**config.mk**
```make
export PLATFORM = sky130hd
export DESIGN_NAME = stall_ctrl
export DESIGN_NICKNAME = d
export VERILOG_FILES = /design/src/rtl/stall_ctrl.sv
export SDC_FILE = /design/constraint.sdc
export NUM_CORES = 1
export LEC_CHECK = 0
export ABC_CLOCK_PERIOD_IN_PS = 2900
export CAP_MARGIN = 10
export CORE_MARGIN = 1
export CORE_UTILIZATION = 45
export CTS_BUF_LIST = sky130_fd_sc_hd__clkbuf_8
export DETAILED_ROUTE_END_ITERATION = 16
export PLACE_DENSITY = 0.77
export SYNTH_ARGS = -nofsm -noshare
export SYNTH_HDL_FRONTEND = slang
export SYNTH_SLANG_ARGS = --single-unit
```
**constraint.sdc**
```tcl
create_clock -name clk -period 2.9 [get_ports clk]
set_input_delay 0.435 -clock clk [delete_from_list [all_inputs] [get_ports clk]]
set_output_delay 0.435 -clock clk [all_outputs]
set_load 0.03 [all_outputs]
```
**src/rtl/stall_ctrl.sv**
```systemverilog
// Hazard/stall controller for the 5-stage pipeline: Tuse/Tnew register hazards,
// mult/div busy sequencing and a saturating stall-cycle counter.
module stall_ctrl #(
  parameter int MULT_CYCLES = 5,
  parameter int DIV_CYCLES  = 10,
  parameter int CNT_W       = 32
) (
  input  logic             clk,
  input  logic             rst,
  input  logic [4:0]       d_rs,
  input  logic [4:0]       d_rt,
  input  logic             d_use_rs,
  input  logic             d_use_rt,
  input  logic [1:0]       d_tuse_rs,
  input  logic [1:0]       d_tuse_rt,
  input  logic             d_is_md,
  input  logic [4:0]       e_wa,
  input  logic [1:0]       e_tnew,
  input  logic             e_md_start,
  input  logic             e_md_div,
  input  logic [4:0]       m_wa,
  input  logic [1:0]       m_tnew,
  output logic             pc_en,
  output logic             ifid_en,
  output logic             idex_clr,
  output logic             md_busy,
  output logic             md_done,
  output logic [CNT_W-1:0] stall_cnt
);

  localparam int MD_MAX = (MULT_CYCLES > DIV_CYCLES) ? MULT_CYCLES : DIV_CYCLES;
  localparam int MD_W   = $clog2(MD_MAX + 1);
  localparam logic [MD_W-1:0] MULT_LOAD = MD_W'(MULT_CYCLES);
  localparam logic [MD_W-1:0] DIV_LOAD  = MD_W'(DIV_CYCLES);

  logic [MD_W-1:0] md_cnt;
  logic [MD_W-1:0] md_cnt_next;
  logic            md_done_next;

  // Source operand 0 is rs, operand 1 is rt.
  logic [4:0] src_reg  [2];
  logic       src_use  [2];
  logic [1:0] src_tuse [2];
  logic [1:0] hz_e;
  logic [1:0] hz_m;
  logic       hz_md;
  logic       stall;

  assign src_reg[0]  = d_rs;
  assign src_reg[1]  = d_rt;
  assign src_use[0]  = d_use_rs;
  assign src_use[1]  = d_use_rt;
  assign src_tuse[0] = d_tuse_rs;
  assign src_tuse[1] = d_tuse_rt;

  // A hazard exists only when the operand is needed before the producer can forward it.
  generate
    for (genvar gi = 0; gi < 2; gi++) begin : g_src
      assign hz_e[gi] = src_use[gi] & (src_reg[gi] != 5'd0) &
                        (src_reg[gi] == e_wa) & (src_tuse[gi] < e_tnew);
      assign hz_m[gi] = src_use[gi] & (src_reg[gi] != 5'd0) &
                        (src_reg[gi] == m_wa) & (src_tuse[gi] < m_tnew);
    end
  endgenerate

  assign hz_md = d_is_md & (md_busy | e_md_start);
  assign stall = (|hz_e) | (|hz_m) | hz_md;

  assign pc_en    = rst | ~stall;
  assign ifid_en  = rst | ~stall;
  assign idex_clr = ~rst & stall;

  // A new start always reloads, so an overwritten operation never produces md_done.
  always_comb begin
    md_cnt_next  = md_cnt;
    md_done_next = 1'b0;
    if (e_md_start) begin
      md_cnt_next = e_md_div ? DIV_LOAD : MULT_LOAD;
    end else if (md_cnt != '0) begin
      md_cnt_next  = md_cnt - 1'b1;
      md_done_next = (md_cnt == MD_W'(1));
    end
  end

  always_ff @(posedge clk or posedge rst) begin
    if (rst) begin
      md_cnt    <= '0;
      md_busy   <= 1'b0;
      md_done   <= 1'b0;
      stall_cnt <= '0;
    end else begin
      md_cnt  <= md_cnt_next;
      md_busy <= (md_cnt_next != '0);
      md_done <= md_done_next;
      if (stall && (stall_cnt != '1)) begin
        stall_cnt <= stall_cnt + CNT_W'(1);
      end
    end
  end

endmodule

```
==> flow_summary.toml <==
[grt]
grt_pass1_vias = 1887
grt_antenna_before_repair = 0
grt_pass1_wl_um = 8450
grt_overflow = 0
gr-usage-all-layers_pct = 19.8
grt_max_degree = 39

[synth]
synthCells = 233
yosysWarnings = 0
ys_ff_latch = 38
synth_edf_count = 0
synthTopCellsByArea = "dfrtp_1 (39%), xor2_1 (12%), xnor2_1 (6.5%)"
yosys.area.top_type_share_pct = 39.4
async_reset_ff_share_pct = 100
synth_fa_ha_area_share_pct = 3.63
synth_cell_types = 44
synth_top_family_by_area = "simple AND/OR/NAND/NOR gates"
synth_compound_area_share_pct = 5.60
synth_area_per_cell_sq_um = 10.4
synth_simple_gate_area_share_pct = 27.5
synthXorXnorAreaFrac_pct = 18.1
synth-seq-area-share_pct = 39.4
synthesis.nets = 275
yosysTopAreaCell = "dfrtp_1"
syn_area_sq_um = 2410
ys.flop_type = "dfrtp_1"
muxShareOfSynthArea_pct = 1.56

[timing]
setup_tns_ns = 0
fmax_mhz = 367
max_slew.worst_pin.slew_ns = 0.476
fin_crit_sh_pct = 93.9
finalSetupViolCount = 0
slew_headroom_pct = 68.3
min_period_ns = 2.72
skew_ns = 0.00677
hold_viol = 0
slew_violations = 0
setup_slack_ns = 0.176
grt_setup_unrepaired = "false"

[setup_path]
crit_fanout = 4
r2r_cells = 7
arrival_ns = 2.29
worst-setup-path-type = "input port to primary output"
crit_start = "e_tnew[1]"
end_kind = "primary output"
start_kind = "input port"
r2r-start = "stall_cnt[8]$_DFFE_PP0P_"
reg2reg_slack_ns = 0.55
required_ns = 2.47

[clock_tree]
numCtsBuffers = 5
cts_max_level = 2
clkLatencyLatePin_ns = 0.29
cts_hold_buf = 0
cts_sinks = 38
clkTransAtPathRegs_ns = 0.08
clockRootBuffer = "clkbuf_8"
cts_tree = "done"
clockBufferDepth = 2

[route]
route.vias.total = 2030
ant_nets = 0
drt_iter0_drc = 71
via_per_inst = 5.22
routed_wl_um = 5210
drc = 0
wl_per_cell_um = 13.4
firstDrtPassIters = 4

[floorplan]
num_io_pins = 72
core-area_sq_um = 5140
die_h_um = 75.2
initial_core_util_pct = 47.0
row_count = 26
die_area_sq_um = 5660
die_w_um = 75.2

[worst_hold_path]
hold_path_startpoint = "stall_cnt[23]$_DFFE_PP0P_"
whs_path_depth = 1
hp-class = "flip-flop to flip-flop"

[finish]
mostFrequentLayoutCell = "clkdlybuf4s50_1"
fin_cells = 389
drive_above_1_share_pct = 16.9
area_growth_pct = 42.8
layout_common_cells = "clkdlybuf4s50_1 (67), dfrtp_1 (38), xor2_1 (32)"
diodes = 0
finalNetCount = 360

[pwr]
vdd_drop_max_uv = 280
p_leak_uw = 0.00143
pwr_density_cell_nw_per_um2 = 488

[placed_design]
dpl.cell_count = 381
io_buffer_count = 71
routabilityCongestion = 0.872
dpl.hpwl_um = 4020
place_ws_ns = -0.00706

[flow_run]
cap_violations = 0

[run_status]
status = "completed"
-- metal layers --
metal | vias up | wire, um | global-route usage, %
met5 | - | 0 | 0
met4 | 0 | 95 | 6.58
met3 | 11 | 298 | 4.28
met2 | 68 | 2540 | 33.6
met1 | 958 | 2280 | 25.0
li1 | 993 | - | -
-- kinds of logic (layout without fill, tap and decap cells) --
| group | count (synthesis) | in the layout |
|---|---|---|
| flops | 38 | 38 |
| simple gates | 96 | 96 |
| buf+inv | 19 | 105 |
| fa+ha+maj | 7 | 7 |
| compound gates | 20 | 20 |
| xor+xnor | 50 | 50 |
| mux | 3 | 3 |
-- critical path, cell delays in order --
cell and delay, ns:
clkdlybuf4s50_1 0.48, inv_2 0.06, ha_4 0.24, a2111oi_4 0.32, nand4_1 0.13, a21oi_2 0.22, nor3_4 0.09, nor2_4 0.13
inv_2 0.05, buf_6 0.13
-- final timing paths --
check	end
min in group asynchronous	stall_cnt[30]$_DFFE_PP0P_
hold / removal	stall_cnt[23]$_DFFE_PP0P_
setup / recovery	pc_en
max in group asynchronous	stall_cnt[17]$_DFFE_PP0P_
setup reg to reg	stall_cnt[17]$_DFFE_PP0P_
hold reg to reg	stall_cnt[23]$_DFFE_PP0P_
-- flip-flops by register name, indices dropped and copies added, names as in the netlist --
| name | flops |
|---|---|
| md_done | 1 |
| md_cnt | 4 |
| stall_cnt | 32 |
| md_busy | 1 |
-- cell type report --
type                            instances  area (sq um)
Sequential cell                        38           951
Tap cell                               70          87.6
Inverter                               11          41.3
Clock inverter                          2          12.5
Multi-Input combinational cell        176          1420
Timing Repair Buffer                   86           851
Fill cell                             465          1690
Clock buffer                            6          82.6
-- stage by stage --
stage                     power (uW)  util (%)  area, sq um  hold WS [ns]
final                           1680      67.0         3450         0.498
after CTS                       1680      65.9         3390         0.495
after global routing            1770      67.0         3450         0.510
after global placement          1280      63.9         3290         0.480
after detailed placement        1290      63.9         3290         0.482
after floorplan                 1020         -         2420         0.505
-- Yosys cell counts (2+ instances only) --
library cell   n
a2111oi_2      2
a21oi_1        6
and3_1         3
and4_1         3
buf_2          2
buf_6          3
clkbuf_1       2
dfrtp_1       38
ha_1           7
inv_1         11
mux2_2         2
nand2_1       16
nand2b_1       2
nand3_1        9
nand3b_1       2
nand4_1        7
nand4b_1       4
nor2_1         8
nor2b_1        2
nor3_1        11
nor3_4         2
nor3b_1        3
nor4_1         3
nor4_2         5
nor4b_2        7
o21ai_0        5
or4_1          3
xnor2_1       18
xor2_1        32
-- timing repair --
item / 4_1_cts / 5_1_grt
pin swaps: 3 / 6
buffers inserted: 1 / 0
endpoints found under the setup margin: 2 / 3
gates cloned: 0 / 0
resized for setup: 0 / 10
-- report_power, final --
| part | switching, uW | internal (uW) |
|---|---|---|
| clock | 196 | 191 |
| sequential | 89.9 | 602 |
| combinational | 311 | 291 |
No activity file was read; power rests on OpenSTA's default activity.
